$ cat src/rtl/grad_mag_bin.sv
// HOG gradient post-processor: gx^2+gy^2 for the sqrt stage plus an unsigned 9-bin orientation.
// mag_sq 3 cycles after input, bin/last 3+ALIGN_DLY cycles after; no backpressure, 1 pixel/clk.
module grad_mag_bin #(
  parameter int GRAD_W    = 9,
  parameter int MAG_W     = 18,
  parameter int ALIGN_DLY = 13
) (
  input  logic                     clk,
  input  logic                     rst_n,
  input  logic                     in_valid,
  input  logic signed [GRAD_W-1:0] gx,
  input  logic signed [GRAD_W-1:0] gy,
  input  logic                     in_last,
  output logic [MAG_W-1:0]         mag_sq,
  output logic                     mag_sq_valid,
  output logic [3:0]               bin_o,
  output logic                     bin_valid,
  output logic                     last_o
);

  // Every product and t_k fits this width exactly for |g| <= 255 and Q8 coefficients.
  localparam int T_W = 2 * GRAD_W + 1;
  localparam int NK  = 8;

  localparam int COS_Q8 [NK] = '{241, 196, 128, 44, -44, -128, -196, -241};
  localparam int SIN_Q8 [NK] = '{88, 165, 222, 252, 252, 222, 165, 88};

  localparam logic signed [GRAD_W-1:0] G_MIN     = {1'b1, {(GRAD_W-1){1'b0}}};
  localparam logic signed [GRAD_W-1:0] G_MIN_SAT = {1'b1, {(GRAD_W-2){1'b0}}, 1'b1};

  typedef struct packed {
    logic       vld;
    logic       last;
    logic [3:0] bin;
  } align_t;

  // ---------------- S1: saturate and fold into [0,180) ----------------
  logic signed [GRAD_W-1:0] gx_sat, gy_sat, gx_fold, gy_fold;

  always_comb begin
    gx_sat  = (gx == G_MIN) ? G_MIN_SAT : gx;
    gy_sat  = (gy == G_MIN) ? G_MIN_SAT : gy;
    gx_fold = gx_sat;
    gy_fold = gy_sat;
    if (gy_sat[GRAD_W-1]) begin
      gx_fold = -gx_sat;
      gy_fold = -gy_sat;
    end else if ((gy_sat == '0) && gx_sat[GRAD_W-1]) begin
      gx_fold = -gx_sat;
    end
  end

  logic                     s1_vld, s1_last, s1_zero;
  logic signed [GRAD_W-1:0] s1_gx, s1_gy;

  always_ff @(posedge clk or negedge rst_n) begin
    if (!rst_n) begin
      s1_vld  <= 1'b0;
      s1_last <= 1'b0;
      s1_zero <= 1'b0;
      s1_gx   <= '0;
      s1_gy   <= '0;
    end else begin
      s1_vld <= in_valid;
      if (in_valid) begin
        s1_last <= in_last;
        s1_zero <= (gx_sat == '0) && (gy_sat == '0);
        s1_gx   <= gx_fold;
        s1_gy   <= gy_fold;
      end
    end
  end

  // ---------------- S2: squares and boundary projections ----------------
  logic signed [T_W-1:0]   gx_ext, gy_ext;
  logic [NK-1:0][T_W-1:0]  t_nxt;

  assign gx_ext = {{(T_W-GRAD_W){s1_gx[GRAD_W-1]}}, s1_gx};
  assign gy_ext = {{(T_W-GRAD_W){s1_gy[GRAD_W-1]}}, s1_gy};

  for (genvar k = 0; k < NK; k++) begin : g_tk
    localparam logic signed [T_W-1:0] CK = T_W'(COS_Q8[k]);
    localparam logic signed [T_W-1:0] SK = T_W'(SIN_Q8[k]);
    logic signed [T_W-1:0] t_k;
    assign t_k      = gy_ext * CK - gx_ext * SK;
    assign t_nxt[k] = t_k;
  end

  logic                   s2_vld, s2_last, s2_zero;
  logic [MAG_W-1:0]       s2_sq;
  logic [NK-1:0][T_W-1:0] s2_t;

  always_ff @(posedge clk or negedge rst_n) begin
    if (!rst_n) begin
      s2_vld  <= 1'b0;
      s2_last <= 1'b0;
      s2_zero <= 1'b0;
      s2_sq   <= '0;
      s2_t    <= '0;
    end else begin
      s2_vld <= s1_vld;
      if (s1_vld) begin
        s2_last <= s1_last;
        s2_zero <= s1_zero;
        s2_sq   <= MAG_W'(gx_ext * gx_ext + gy_ext * gy_ext);
        s2_t    <= t_nxt;
      end
    end
  end

  // ---------------- S3: thermometer count ----------------
  logic [3:0] bin_cnt;

  always_comb begin
    bin_cnt = '0;
    for (int k = 0; k < NK; k++) begin
      bin_cnt = bin_cnt + {3'b000, ~s2_t[k][T_W-1]};
    end
    // The origin satisfies every t_k >= 0; report it as bin 0 instead of 8.
    if (s2_zero) begin
      bin_cnt = '0;
    end
  end

  logic             s3_vld, s3_last;
  logic [MAG_W-1:0] s3_mag;
  logic [3:0]       s3_bin;

  always_ff @(posedge clk or negedge rst_n) begin
    if (!rst_n) begin
      s3_vld  <= 1'b0;
      s3_last <= 1'b0;
      s3_mag  <= '0;
      s3_bin  <= '0;
    end else begin
      s3_vld <= s2_vld;
      if (s2_vld) begin
        s3_last <= s2_last;
        s3_mag  <= s2_zero ? '0 : s2_sq;
        s3_bin  <= bin_cnt;
      end
    end
  end

  assign mag_sq       = s3_mag;
  assign mag_sq_valid = s3_vld;

  // ---------------- Align bin/last with the square-root result ----------------
  align_t                      align_head;
  align_t [ALIGN_DLY-1:0]      align_q;

  always_comb begin
    align_head = '0;
    if (s3_vld) begin
      align_head.vld  = 1'b1;
      align_head.last = s3_last;
      align_head.bin  = s3_bin;
    end
  end

  always_ff @(posedge clk or negedge rst_n) begin
    if (!rst_n) begin
      align_q <= '0;
    end else begin
      align_q <= {align_q[ALIGN_DLY-2:0], align_head};
    end
  end

  assign bin_o     = align_q[ALIGN_DLY-1].bin;
  assign bin_valid = align_q[ALIGN_DLY-1].vld;
  assign last_o    = align_q[ALIGN_DLY-1].last;

endmodule

$ cat config.mk
export PLATFORM = sky130hd
export DESIGN_NAME = grad_mag_bin
export DESIGN_NICKNAME = d
export VERILOG_FILES = /design/src/rtl/grad_mag_bin.sv
export SDC_FILE = /design/constraint.sdc
export NUM_CORES = 1
export LEC_CHECK = 0
export ABC_AREA = 1
export CELL_PAD_IN_SITES_DETAIL_PLACEMENT = 0
export CELL_PAD_IN_SITES_GLOBAL_PLACEMENT = 1
export CORE_ASPECT_RATIO = 2
export CORE_UTILIZATION = 52
export DETAILED_ROUTE_END_ITERATION = 8
export HOLD_SLACK_MARGIN = 0.05
export PLACE_DENSITY_LB_ADDON = 0.1
export REMOVE_ABC_BUFFERS = 1
export SKIP_CTS_REPAIR_TIMING = 1
export SLEW_MARGIN = 5
export SYNTH_ARGS = -nofsm -noshare
export SYNTH_HDL_FRONTEND = slang
export SYNTH_SLANG_ARGS = --single-unit
$ cat constraint.sdc
create_clock -name clk -period 21.4 [get_ports clk]
set_input_delay 4.28 -clock clk [delete_from_list [all_inputs] [get_ports clk]]
set_output_delay 4.28 -clock clk [all_outputs]
set_load 0.005 [all_outputs]
# Yosys cells after proc, flatten, opt, wreduce, memory -nomap -nowiden
# Index checks and enable logic that the tools add are counted.
# W data, S select, Z words.
totals:
  reg_bits: 296
  output_inout_bits: 25
classes:
  addsub: 19
  mul: 12
  eq_ne: 2
  mux: 8
  n_bitwise: 8
  reduce_logical: 4
ops:
  columns: ["operator", "count"]
  rows:
  - ["$sub A16 B18 Y19", 3]
  - ["$mul A9 B9 Y18 const B", 3]
  - ["$mul A9 B7 Y16 const B", 3]
  - ["$mux W9", 5]
  - ["$mul A9 B5 Y14 const B", 3]
  - ["$sub A18 B17 Y19", 2]
  - ["$sub A18 B18 Y19", 2]
  - ["$mul A9 B9 Y18", 2]
  - ["$sub A19 B18 Y19", 1]
  - ["$add A18 B18 Y18", 1]
  - ["$eq A9 B9 Y1 const B", 2]
  - ["$logic_not A9 Y1", 2]
  - ["$mux W18", 1]
  - ["$neg A9 Y9", 2]
  - ["$mul A9 B8 Y17 const B", 1]
  - ["$add A4 B1 Y4", 4]
  - ["$neg A9 Y12", 1]
  - ["$not A1 Y1", 8]
  - ["$mux W6", 1]
  - ["$add A3 B1 Y4", 1]
  - ["$mux W4", 1]
  - ["$add A2 B1 Y3", 1]
  - ["$add A1 B1 Y2", 1]
  - ["$logic_and A1 B1 Y1", 2]

# Logic depth before layout (Yosys ltp)
# Gate-level depths: netlist of run 1.
logic_depth:
  ltp_word: 9
  mapped_depth: 37
  ltp_nobuf: 37

# Least setup slack after synthesis of run 1
# Ideal clock, no wire load.
synth_timing:
  kind: "register to register"
  startpoint: "register s1_gy[8]"
  endpoint: "register s2_sq[15]"
  arrival_ns: 7.815
  setup_slack_ns: 13.450
  stages_incl_launch_ff: 23
  synth_period_minus_slack_ns: 7.950
  cell_sequence: "dfrtp_1 -> inv_1 -> clkbuf_1 -> nor2_1 -> fa_1 -> inv_1 -> fa_1 -> fa_1 -> fa_1 -> inv_1 -> fa_1 -> fa_1 -> fa_1 -> ha_1 -> inv_1 -> o21ai_0 -> a31oi_1 -> inv_1 -> nand2_1 -> nand2_1 -> a21oi_1 -> xor2_1 -> o21ai_0"
synth_via:
  elab_chain_len: 2
synth_rtl:
  columns: ["item", "line", "source"]
  rows:
  - ["start: declaration", "54", "logic signed [GRAD_W-1:0] s1_gx, s1_gy;"]
  - ["start signal: assignment", "69", "s1_gy <= gy_fold;"]
  - ["$mul A9 B9 Y18", "105", "s2_sq <= MAG_W'(gx_ext * gx_ext + gy_ext * gy_ext);"]
  - ["$add A18 B18 Y18", "105", null]
  - ["end signal: assignment", "105", null]
  - ["end: declaration", "90", "logic [MAG_W-1:0] s2_sq;"]
# No other way between the ends.
# A chain may end at the register's enable or synchronous reset.

# Final worst setup path of run 1
# Ends and elaborated chain as after synthesis.

==> results of run 1 <==
stage by stage:
step | setup WS [ns] | util | cell area (µm²) | hold slack [ns]
detailed placement | 14.17 | 0.553 | 26700 | 0.335
global route | 13.76 | 0.567 | 27400 | 0.344
global placement | 14.22 | 0.553 | 26700 | 0.334
finish | 14.17 | 0.567 | 27400 | 0.342
floorplan | 13.37 | - | 25300 | 0.331
CTS | 14.12 | 0.567 | 27400 | 0.343
sequential cells by signal, indices dropped and copies added (netlist names), 4 cells and up:
| signal | cells |
|---|---|
| mag_sq | 18 |
| s2_t | 8 |
| s1_gx | 9 |
| s3_bin | 4 |
| align_q | 72 |
| bin_o | 4 |
| s2_sq | 18 |
| s1_gy | 9 |
cells in the final DEF, fill, tap and decap left out, drive strengths merged, types with 45 or more instances in the layout:
cell,netlist,routed
nand3,69,69
ha,489,489
dfrtp,152,152
xor2,108,108
nor2,97,97
fa,326,326
inv,810,815
clkdlybuf4s50,0,45
o21ai,101,101
nand2,367,367
xnor2,52,52
a21oi,157,157
area by class of cell:
| class | count | share of cell area |
|---|---|---|
| diodes | 1 | 0.0000913 |
| multi-input cells | 1900 | 0.673 |
| inverters | 810 | 0.111 |
| clock inverters | 14 | 0.00763 |
| well taps | 638 | 0.0291 |
| flip-flops and latches | 152 | 0.139 |
| clock buffers | 18 | 0.0160 |
| repair buffers | 73 | 0.0243 |
path summary, 6_finish.rpt:
| check | startpoint | to | slack [ns] | depth (start not counted) |
|---|---|---|---|---|
| hold reg to reg | align_q[53]$_DFF_PN0_ | align_q[59]$_DFF_PN0_ | 0.34 | 0 |
| setup reg to reg | s1_gy[8]$_DFFE_PN0P_ | s2_sq[15]$_DFFE_PN0P_ | 14.17 | 23 |
| min in group asynchronous | rst_n | align_q[61]$_DFF_PN0_ | 3.91 | 1 |
| hold / removal | align_q[53]$_DFF_PN0_ | align_q[59]$_DFF_PN0_ | 0.34 | 0 |
| max in group asynchronous | rst_n | s3_bin[3]$_DFFE_PN0P_ | 16.06 | 2 |
| setup / recovery | s1_gy[8]$_DFFE_PN0P_ | s2_sq[15]$_DFFE_PN0P_ | 14.17 | 23 |
logic make-up after synthesis:
| kind of cell | after synthesis | synth area share |
|---|---|---|
| xor gates and xnor gates | 160 | 0.0553 |
| muxes | 2 | 0.000835 |
| adders and majority gates | 815 | 0.496 |
| DFF | 152 | 0.149 |
| AOI/OAI and AO/OA | 328 | 0.0713 |
| buffers and inverters | 847 | 0.127 |
| and+or+nand+nor | 595 | 0.100 |
metal layers:
| layer | vias up | global-route usage | wire length, µm |
|---|---|---|---|
| met1 | 9480 | 0.284 | 23800 |
| met4 | 2 | 0.300 | 8140 |
| li1 | 8994 | - | - |
| met2 | 418 | 0.657 | 44400 |
| met3 | 274 | 0.0349 | 2060 |
| met5 | - | 0 | 13 |
==> out/results.txt, run 1 <==
status -> finished, final reports clean
Crit path required time -> 21.68 ns
Crit path top cell by count -> fa_1
RSZ-0062 raised after global routing -> no
Post-synth top cells -> inv_1, ha_1, nand2_1
worst endpoint data arrival time -> 7.51 ns
nets@finish -> 3791
Layout area overhead -> 7.56%
Synth area leader -> fa_1
most numerous cell in the Yosys netlist -> inv_1
FILL cells -> 4445
CP delay by family, top -> adder cells
synthesized area per cell -> 8.79 µm²
crit end category -> flop
ys async rst share -> 1.00
Worst setup SP type -> flop
FF/Latch Area -> 3810 µm²
Worst Path Buf+Inv -> 7
first-pass GRT wire length -> 119000 µm
Longest Clk Path Bufs -> 2
CTS Buf Count -> 17
Post-synth EDFFs -> 0
Starting Density -> 0.527
clock slew at reported path FFs -> 0.10 ns
clock latency at the later pin of the worst-skew pair -> 0.47 ns
setup TNS -> 0 ns
Clock Sinks -> 152
Die W -> 158 µm
Slew headroom -> 0.312
Vias/cell -> 5.32
Max Slew Vio Count -> 0
worst hold path type -> reg -> reg
clock skew -> 0.0345 ns
wire per inst -> 21.8 µm
all-layer global routing usage -> 0.335
Post-Route WL -> 78400 µm
gpl congestion -> 0.995
number of antenna violations at the first check in global routing -> 1
layout cells sized above 1 -> 0.0377
Die Ht -> 315 µm
root buffer cell -> clkbuf_16
largest net degree at the start of global routing -> 93
slowest CP cell -> inv_2
final setup violation count -> 0
CP Cell Sequence -> buf_4 -> inv_2 -> buf_4 -> nor2_1 -> fa_1 -> inv_1 -> fa_1 -> fa_1 -> fa_1 -> inv_1 -> fa_1 -> fa_1 -> fa_1 -> ha_1 -> inv_1 -> o21ai_0 -> a31oi_1 -> inv_1 -> nand2_1 -> nand2_1 -> a21oi_1 -> xor2_1 -> o21ai_0
Multi-input gate area -> 18400 µm²
top cells by area, synth -> fa_1, ha_1, dfrtp_1, inv_1, nand2_1
mapped cell area -> 25500 µm²
Initial DRC Count -> 868
Top Ports -> 47
max frequency -> 0.138 GHz
Worst-Margin Slew -> 1.03 ns
number of global-route vias before repair -> 21392
max cap viols -> 0
DP HPWL -> 66300 µm
Final Hold Fails -> 0
#FFs+latches synth -> 152
synth warn -> 0
antenna viol nets, final -> 0
Synth Flop Type -> dfrtp_1
Tmin final -> 7.23 ns
Final Cycle Share -> 0.338
Die Area -> 49900 µm²
htree depth -> 4
Syn Inst Count -> 2899
Core Area -> 48400 µm²
Setup CP Type -> reg -> reg
CP max stage delay -> 0.59 ns
placed cells -> 3573
I/O Buffers -> 46
Synth cell types -> 49
CTS tree -> yes
# DRC -> 0
DR vias -> 19168
maximum net fanout on the critical path -> 31
drt pass-1 iters -> 5
register area share after synthesis -> 0.149
Cell Count, Final, Fillers Out -> 3606
post-synth top area share -> 0.256
row count -> 114
grt total ovfl -> 0
Power of run 1 is not shown: default switching activity piles up to over one toggle a cycle in this logic, so the estimate is an artifact.
==> run 2: changes to the inputs <==
--- a/config.mk
+++ b/config.mk
@@ -9,7 +9,7 @@
 export CELL_PAD_IN_SITES_DETAIL_PLACEMENT = 0
 export CELL_PAD_IN_SITES_GLOBAL_PLACEMENT = 1
 export CORE_ASPECT_RATIO = 2
-export CORE_UTILIZATION = 52
+export CORE_UTILIZATION = 51
 export DETAILED_ROUTE_END_ITERATION = 8
 export HOLD_SLACK_MARGIN = 0.05
 export PLACE_DENSITY_LB_ADDON = 0.1
==> constraint.sdc (replaced) <==
create_clock -name clk -period 7 [get_ports clk]
set_input_delay 1.4 -clock clk [delete_from_list [all_inputs] [get_ports clk]]
set_output_delay 1.4 -clock clk [all_outputs]
set_load 0.005 [all_outputs]
==> out/results.txt, run 2 (synthesis results as in run 1) <==
Die Area -> 50900 µm²
first-pass GRT wire length -> 120000 µm
clock slew at reported path FFs -> 0.07 ns
Die W -> 160 µm
status -> finished, final reports clean
CTS tree -> yes
most frequent cells in the layout -> inv_1, ha_1, nand2_1
clock latency at the later pin of the worst-skew pair -> 0.50 ns
RSZ-0062 raised after global routing -> no
Initial DRC Count -> 820
all-layer global routing usage -> 0.323
Setup CP Type -> reg -> reg
number of antenna violations at the first check in global routing -> 0
htree depth -> 4
CP Cell Sequence -> buf_4 -> nand2_1 -> inv_1 -> fa_1 -> fa_2 -> inv_1 -> fa_1 -> inv_1 -> fa_1 -> inv_1 -> fa_1 -> fa_1 -> inv_1 -> ha_1 -> ha_1 -> inv_1 -> nor3_1 -> nand3_1 -> nand3_1 -> nand2_1 -> nand3_1 -> o21ai_0
DP HPWL -> 68200 µm
Worst setup SP type -> flop
DR vias -> 19246
Die Ht -> 318 µm
Worst-Margin Slew -> 1.22 ns
I/O Buffers -> 46
crit end category -> flop
CP delay by family, top -> adder cells
worst hold path type -> reg -> reg
largest net degree at the start of global routing -> 103
Slew headroom -> 0.186
Final Hold Fails -> 0
Clock Sinks -> 152
worst endpoint data arrival time -> 7.07 ns
grt total ovfl -> 0
max cap viols -> 0
nets@finish -> 3831
Worst Path Buf+Inv -> 7
Vias/cell -> 5.28
root buffer cell -> clkbuf_16
Critical R2R Launch -> s1_gx[8]$_DFFE_PN0P_
Top Ports -> 47
number of global-route vias before repair -> 21083
final core utilization -> 0.563
drt pass-1 iters -> 5
Crit path top cell by count -> inv_1
clock skew -> 0.0283 ns
Core Area -> 49200 µm²
CP Launch Point -> s1_gx[8]$_DFFE_PN0P_
row count -> 115
max frequency -> 0.149 GHz
Crit path required time -> 7.34 ns
max reg flops -> 72
Tmin final -> 6.73 ns
antenna viol nets, final -> 0
Starting Density -> 0.518
commonest non-fill, non-tap cell in the layout -> inv_1
Longest Clk Path Bufs -> 3
worst hold start -> align_q[17]$_DFF_PN0_
Max Slew Vio Count -> 0
slowest CP cell -> fa_2
Layout area overhead -> 8.73%
layout cells sized above 1 -> 0.0483
largest reg by FF count -> align_q
CP max stage delay -> 0.77 ns
wire per inst -> 21.6 µm
setup TNS -> 0 ns
CTS Buf Count -> 25
final setup violation count -> 0
# DRC -> 0
maximum net fanout on the critical path -> 23
gpl congestion -> 1.02
Final Cycle Share -> 0.962
Post-Route WL -> 78700 µm
Inserted Diodes -> 0
run 2: changes by cell type in the layout (fill, tap and decap cells not counted), sizes merged:
| cell | change |
|---|---|
| diode | -1 |
| bufinv | -2 |
| inv | -5 |
| clkinvlp | -1 |
| buf | +32 |
| clkinv | -3 |
| clkbuf | +11 |
run 2: worst paths after layout:
| check | endpoint | slack (ns) | cells after the start |
|---|---|---|---|
| min reg2reg | align_q[23]$_DFF_PN0_ | 0.34 | 0 |
| max | s2_sq[16]$_DFFE_PN0P_ | 0.27 | 22 |
| min in group asynchronous | bin_o[2]$_DFF_PN0_ | 1.02 | 1 |
| max reg2reg | s2_sq[16]$_DFFE_PN0P_ | 0.27 | 22 |
| min | align_q[23]$_DFF_PN0_ | 0.34 | 0 |
| max in group asynchronous | s1_gy[8]$_DFFE_PN0P_ | 4.62 | 2 |
run 2: routing by layer:
metal | GRT usage | share of wire | up-vias | wire length, µm
li1 | - | - | 9064 | -
met1 | 0.297 | 0.33 | 9580 | 25800
met2 | 0.636 | 0.56 | 377 | 44200
met3 | 0.0283 | 0.023 | 225 | 1780
met4 | 0.247 | 0.088 | 0 | 6970
met5 | 0 | 0 | - | 0
run 2: worst register-to-register path: stages (launching register included):
cell	delay (ns)
dfrtp_2	0.42
buf_4	0.40
nand2_1	0.21
inv_1	0.16
fa_1	0.67
fa_2	0.77
inv_1	0.10
fa_1	0.52
inv_1	0.05
fa_1	0.47
inv_1	0.06
fa_1	0.50
fa_1	0.54
inv_1	0.04
ha_1	0.28
ha_1	0.35
inv_1	0.09
nor3_1	0.31
nand3_1	0.23
nand3_1	0.13
nand2_1	0.06
nand3_1	0.13
o21ai_0	0.11
run 2: area by class of cell:
cell class                      count  area (µm²)
Clock inverter                      3        18.8
Sequential cell                   152        3810
Clock buffer                       29         661
Inverter                          810        3040
Tap cell                          643         805
Fill cell                        4668       21500
Multi-Input combinational cell   1900       18400
Timing Repair Buffer              105         917
run 2: through the flow:
stage               std cells  cell area, µm²  hold WS (ns)  setup WS, ns
floorplan                2862           25300         0.331         -1.03
global placement         3610           27000         0.335         0.338
detailed placement       3610           27000         0.335         0.281
CTS                      3642           27700         0.342         0.250
global route             3642           27700         0.347        0.0168
finish                   3642           27700         0.339         0.266
Power of run 2 is left out for the same reason.
